<file path="src/rtl/alu_decoder_seq.sv">
// Registered ALU control decoder with a fixed-latency sequencer
// for the multi-cycle CNN ops (conv2d, winograd, pruned winograd).
module alu_decoder_seq #(
   parameter int CTRL_W    = 4,
   parameter int CONV_LAT  = 9,
   parameter int WINO_LAT  = 4,
   parameter int PWINO_LAT = 3
) (
   input  logic              clk,
   input  logic              rst,
   input  logic              valid_i,
   input  logic              flush_i,
   input  logic [1:0]        ALUOp,
   input  logic [2:0]        funct3,
   input  logic [6:0]        funct7,
   input  logic [6:0]        op,
   output logic [CTRL_W-1:0] ALUControl,
   output logic              ctrl_valid,
   output logic              multi_o,
   output logic              conv_start,
   output logic              busy_o,
   output logic              conv_done
);

   localparam int MAX_A   = (CONV_LAT > WINO_LAT) ? CONV_LAT : WINO_LAT;
   localparam int MAX_LAT = (MAX_A > PWINO_LAT) ? MAX_A : PWINO_LAT;
   localparam int CNT_W   = (MAX_LAT > 2) ? $clog2(MAX_LAT) : 1;

   typedef enum logic [1:0] {
      IDLE,
      RUN,
      DONE
   } state_t;

   state_t           state;
   logic [CNT_W-1:0] cnt;

   logic [3:0]       dec_code;
   logic             dec_multi;
   logic [CNT_W-1:0] dec_cnt;
   logic             accept;

   // only bit 5 of funct7/op takes part in decoding
   logic unused_bits;
   assign unused_bits = ^{funct7[6], funct7[4:0], op[6], op[4:0]};

   assign accept = valid_i & ~flush_i & (state != RUN);

   // combinational decode of the incoming instruction
   always_comb begin
      dec_code  = 4'b0000;
      dec_multi = 1'b0;
      dec_cnt   = '0;
      case (ALUOp)
         2'b00: dec_code = 4'b0000;
         2'b01: dec_code = 4'b0001;
         2'b11: dec_code = 4'b0100;
         default: begin
            case (funct3)
               3'b001: begin
                  dec_code  = 4'b0111;
                  dec_multi = 1'b1;
                  dec_cnt   = CNT_W'(CONV_LAT - 1);
               end
               3'b011: begin
                  dec_code  = 4'b0110;
                  dec_multi = 1'b1;
                  dec_cnt   = CNT_W'(WINO_LAT - 1);
               end
               3'b000: begin
                  if ({op[5], funct7[5]} == 2'b11)
                     dec_code = 4'b0001;
                  else
                     dec_code = 4'b0000;
               end
               3'b010: begin
                  dec_code  = 4'b0101;
                  dec_multi = 1'b1;
                  dec_cnt   = CNT_W'(PWINO_LAT - 1);
               end
               3'b110: dec_code = 4'b0011;
               3'b111: dec_code = 4'b0010;
               3'b100: dec_code = 4'b1000;
               3'b101: begin
                  if (funct7[5])
                     dec_code = 4'b1010;
                  else
                     dec_code = 4'b1001;
               end
               default: dec_code = 4'b0000;
            endcase
         end
      endcase
   end

   // sequencer: issue, count down the op latency, pulse done
   always_ff @(posedge clk or negedge rst) begin
      if (!rst) begin
         state      <= IDLE;
         cnt        <= '0;
         ALUControl <= '0;
         ctrl_valid <= 1'b0;
         multi_o    <= 1'b0;
         conv_start <= 1'b0;
         busy_o     <= 1'b0;
         conv_done  <= 1'b0;
      end else begin
         ctrl_valid <= 1'b0;
         conv_start <= 1'b0;
         conv_done  <= 1'b0;
         if (flush_i) begin
            state  <= IDLE;
            cnt    <= '0;
            busy_o <= 1'b0;
         end else begin
            case (state)
               RUN: begin
                  if (cnt == CNT_W'(1)) begin
                     state     <= DONE;
                     cnt       <= '0;
                     busy_o    <= 1'b0;
                     conv_done <= 1'b1;
                  end else begin
                     cnt <= cnt - CNT_W'(1);
                  end
               end
               default: begin
                  if (accept) begin
                     ALUControl <= CTRL_W'(dec_code);
                     multi_o    <= dec_multi;
                     ctrl_valid <= 1'b1;
                     if (dec_multi) begin
                        state      <= RUN;
                        cnt        <= dec_cnt;
                        conv_start <= 1'b1;
                        busy_o     <= 1'b1;
                     end else begin
                        state  <= IDLE;
                        cnt    <= '0;
                        busy_o <= 1'b0;
                     end
                  end else begin
                     state  <= IDLE;
                     cnt    <= '0;
                     busy_o <= 1'b0;
                  end
               end
            endcase
         end
      end
   end

endmodule
</file>
<file path="config.mk">
export PLATFORM = sky130hd
export DESIGN_NAME = alu_decoder_seq
export DESIGN_NICKNAME = d
export VERILOG_FILES = /design/src/rtl/alu_decoder_seq.sv
export SDC_FILE = /design/constraint.sdc
export NUM_CORES = 1
export LEC_CHECK = 0
export CAP_MARGIN = 20
export CORE_UTILIZATION = 40
export CTS_BUF_LIST = sky130_fd_sc_hd__clkbuf_8 sky130_fd_sc_hd__clkbuf_16
export DETAILED_ROUTE_END_ITERATION = 8
export PLACE_DENSITY = 0.76
export SYNTH_ARGS = -nofsm -noshare
export SYNTH_HDL_FRONTEND = slang
export SYNTH_SLANG_ARGS = --single-unit
export TNS_END_PERCENT = 5
</file>
<file path="constraint.sdc">
create_clock -name clk -period 1.8 [get_ports clk]
set_clock_uncertainty 0.05 [all_clocks]
set_input_delay 0.36 -clock clk [delete_from_list [all_inputs] [get_ports clk]]
set_output_delay 0.36 -clock clk [all_outputs]
set_load 0.02 [all_outputs]
</file>
==> metrics.yaml <==
worstSkewPairLatency_ns: 0.24
crit_path_start_kind: "flip-flop"
synth_nets: 87
synth.largest_area_cell: "dfrtp_1"
die_w_um: 44.0
nNetsFinal: 115
cts_tree: "yes"
comb_power_share_pct: 19.7
switchingPower_uw: 172
power.share.clock_pct: 33.8
synthArstFlopShare_pct: 100
reg2reg_depth: 5
yosysSeqAreaShare_pct: 49.7
max_freq_mhz: 618
root_buffer: "clkbuf_8"
setup_viol: 0
fillCellCount: 141
synth_most_common_cell: "dfrtp_1"
grt_start_max_net_pins: 15
core_mm2: 0.00158
routed-wl-met3_um: 74
grt_pass1_vias: 581
clk_pin_slew_ns: 0.05
p_leak_nw: 0.444
die_area_mm2: 0.00193
drc: 0
synth_edf_count: 0
gp_congestion: 0.742
vdd_drop_max_mv: 0.543
synthToLayoutAreaGrowth_pct: 40.0
cts.path.max_buffers: 2
slew_viol_final: 0
slew-limit-headroom_pct: 81.0
hold_class: "in -> async"
worst_pin_slew_ns: 0.281
synth_area_um2: 704
rsz0062_at_grt: "no"
tns_ns: 0
syn_inst: 62
viasPerCell: 5.30
drt_wl_total_mm: 1.40
yosysTopAreaCellShare_pct: 49.7
ys_top_cells_by_count: "dfrtp_1 (14), inv_1 (5), nor2_1 (5)"
die_h_um: 44.0
slowest_stage: "clkdlybuf4s50_1"
antenna_found_initial: 0
period_share_pct: 89.9
setup_slack_ns: 0.182
drive_above_1_share_pct: 17.0
wl_met2_um: 681
synth_top_flop_cell: "dfrtp_1"
num_antenna_cells: 0
reg2reg_slack_ns: 0.36
antenna_left: 0
intPower_uw: 557
cpPeakStageDelay_ns: 0.61
ioPinCount: 32
path_delay_family: "buffers and inverters"
initial_utilization_pct: 44.7
port_buffers: 19
crit_fanout: 3
cts_sinks: 14
p_sw_share_pct: 23.6
endpoint_kind: "output pin"
top_layer: "met4"
outcome: "finished, final reports clean"
dp_slack_ns: 0.0885
syn_avg_cell_area_um2: 11.4
synthTopCellsByArea: "dfrtp_1 (50%), o2bb2ai_1 (3.7%), ha_1 (3.6%), inv_1 (2.7%), nor2_1 (2.7%)"
rows: 14
drtIter0Drc: 16
grt-ovfl-total: 0
powerDensity_mw_per_mm2: 739
via_count: 551
reg2reg_to: "state[0]"
grt_usage_pct: 17.9
cts_setup_buffers: 0
timing.rr.start: "cnt[1]"
yosysUniqueCellTypes: 33
path_cells: "clkdlybuf4s50_1"
synth-seq-cells: 14
wl_per_cell_um: 13.5
cts_resized: 0
required_ns: 1.39
yosys_warnings: 0
hpwl_mm: 1.08
worstPathArrival_ns: 1.21
h-tree-depth: 1
critPathBufInv: 1
final_hold_viol_count: 0
drt_first_pass_iters: 6
drv_cap: 0
grt_pass1_wl_mm: 2.48
seqPwrFrac_pct: 46.5
met1_length_um: 638
fin_crit_ns: 1.62
cts_inserted_buffers: 3
hold_buffers: 0
crit_type: "reg -> out"
==> layout by cell type (no fill, tap or decap), types with 2 or more instances in the layout <==
| cell | count |
|---|---|
| dfrtp_1 | 14 |
| clkdlybuf4s50_1 | 19 |
| ha_1 | 2 |
| nor2_1 | 5 |
| o22ai_1 | 2 |
| nand2b_1 | 2 |
| buf_4 | 4 |
| inv_1 | 5 |
| clkbuf_8 | 3 |
| o2bb2ai_1 | 3 |
| a22oi_1 | 2 |
| o21ai_0 | 2 |
| nand4b_1 | 2 |
==> stage by stage <==
| stage | instance area (um2) | total power [mW] | std cells | utilization [%] | hold slack [ns] |
|---|---|---|---|---|---|
| 2_1_floorplan | 704 | 0.410 | 62 | - | 0.0144 |
| 3_3_place_gp | 945 | 0.487 | 101 | 59.9 | 0.426 |
| 3_5_place_dp | 945 | 0.487 | 101 | 59.9 | 0.427 |
| 4_1_cts | 986 | 0.740 | 104 | 62.5 | 0.376 |
| 5_1_grt | 986 | 0.765 | 104 | 62.5 | 0.408 |
| 6_report | 986 | 0.729 | 104 | 62.5 | 0.375 |
==> flip-flops by register name, indices dropped and copies added (netlist names) <==
name	cells
conv_start	1
ALUControl	4
state	2
conv_done	1
ctrl_valid	1
cnt	4
multi_o	1
==> final cells by class <==
type | count | area, um2 | area share (%)
Clock buffer | 3 | 41.3 | 4.19
Sequential cell | 14 | 350 | 35.5
Tap cell | 16 | 20.0 | 2.03
Multi-Input combinational cell | 43 | 335 | 34.0
Inverter | 5 | 18.8 | 1.90
Timing Repair Buffer | 23 | 220 | 22.3
==> worst max-delay path by stage <==
stage / start / to / slack (ns) / cells after the start
floorplan: state[0] / ALUControl[2] / 0.47 / 3
global placement: flush_i / ALUControl[2] / 0.08 / 4
detailed placement: flush_i / ALUControl[2] / 0.09 / 4
CTS: state[0] / busy_o / 0.16 / 1
global route: state[0] / busy_o / 0.13 / 1
finish: state[0] / busy_o / 0.18 / 1
==> cell families after synthesis <==
| group | after synthesis | share of synthesized area [%] |
|---|---|---|
| AND/OR/NAND/NOR | 23 | 23.3 |
| AO/OA/AOI/OAI | 15 | 16.0 |
| flip-flops | 14 | 49.7 |
| buffers and inverters | 5 | 2.66 |
| multiplexers | 2 | 3.55 |
| adder cells (fa/ha/maj) | 2 | 3.55 |
| XOR/XNOR | 1 | 1.24 |
==> power by group through the flow <==
stage          Sequential (mW)  Clock, mW  Combinational (mW)
2_1_floorplan            0.361          0              0.0492
3_3_place_gp             0.344          0               0.142
3_5_place_dp             0.344          0               0.143
4_1_cts                  0.339      0.256               0.145
5_1_grt                  0.340      0.269               0.156
6_report                 0.339      0.246               0.144
==> metal layers <==
metal | vias up | track usage (%)
li1 | 278 | -
met1 | 257 | 23.2
met2 | 14 | 28.7
met3 | 2 | 4.58
met4 | 0 | 7.27
met5 | - | 0
Note: power is estimated with default switching activity, not from simulation.
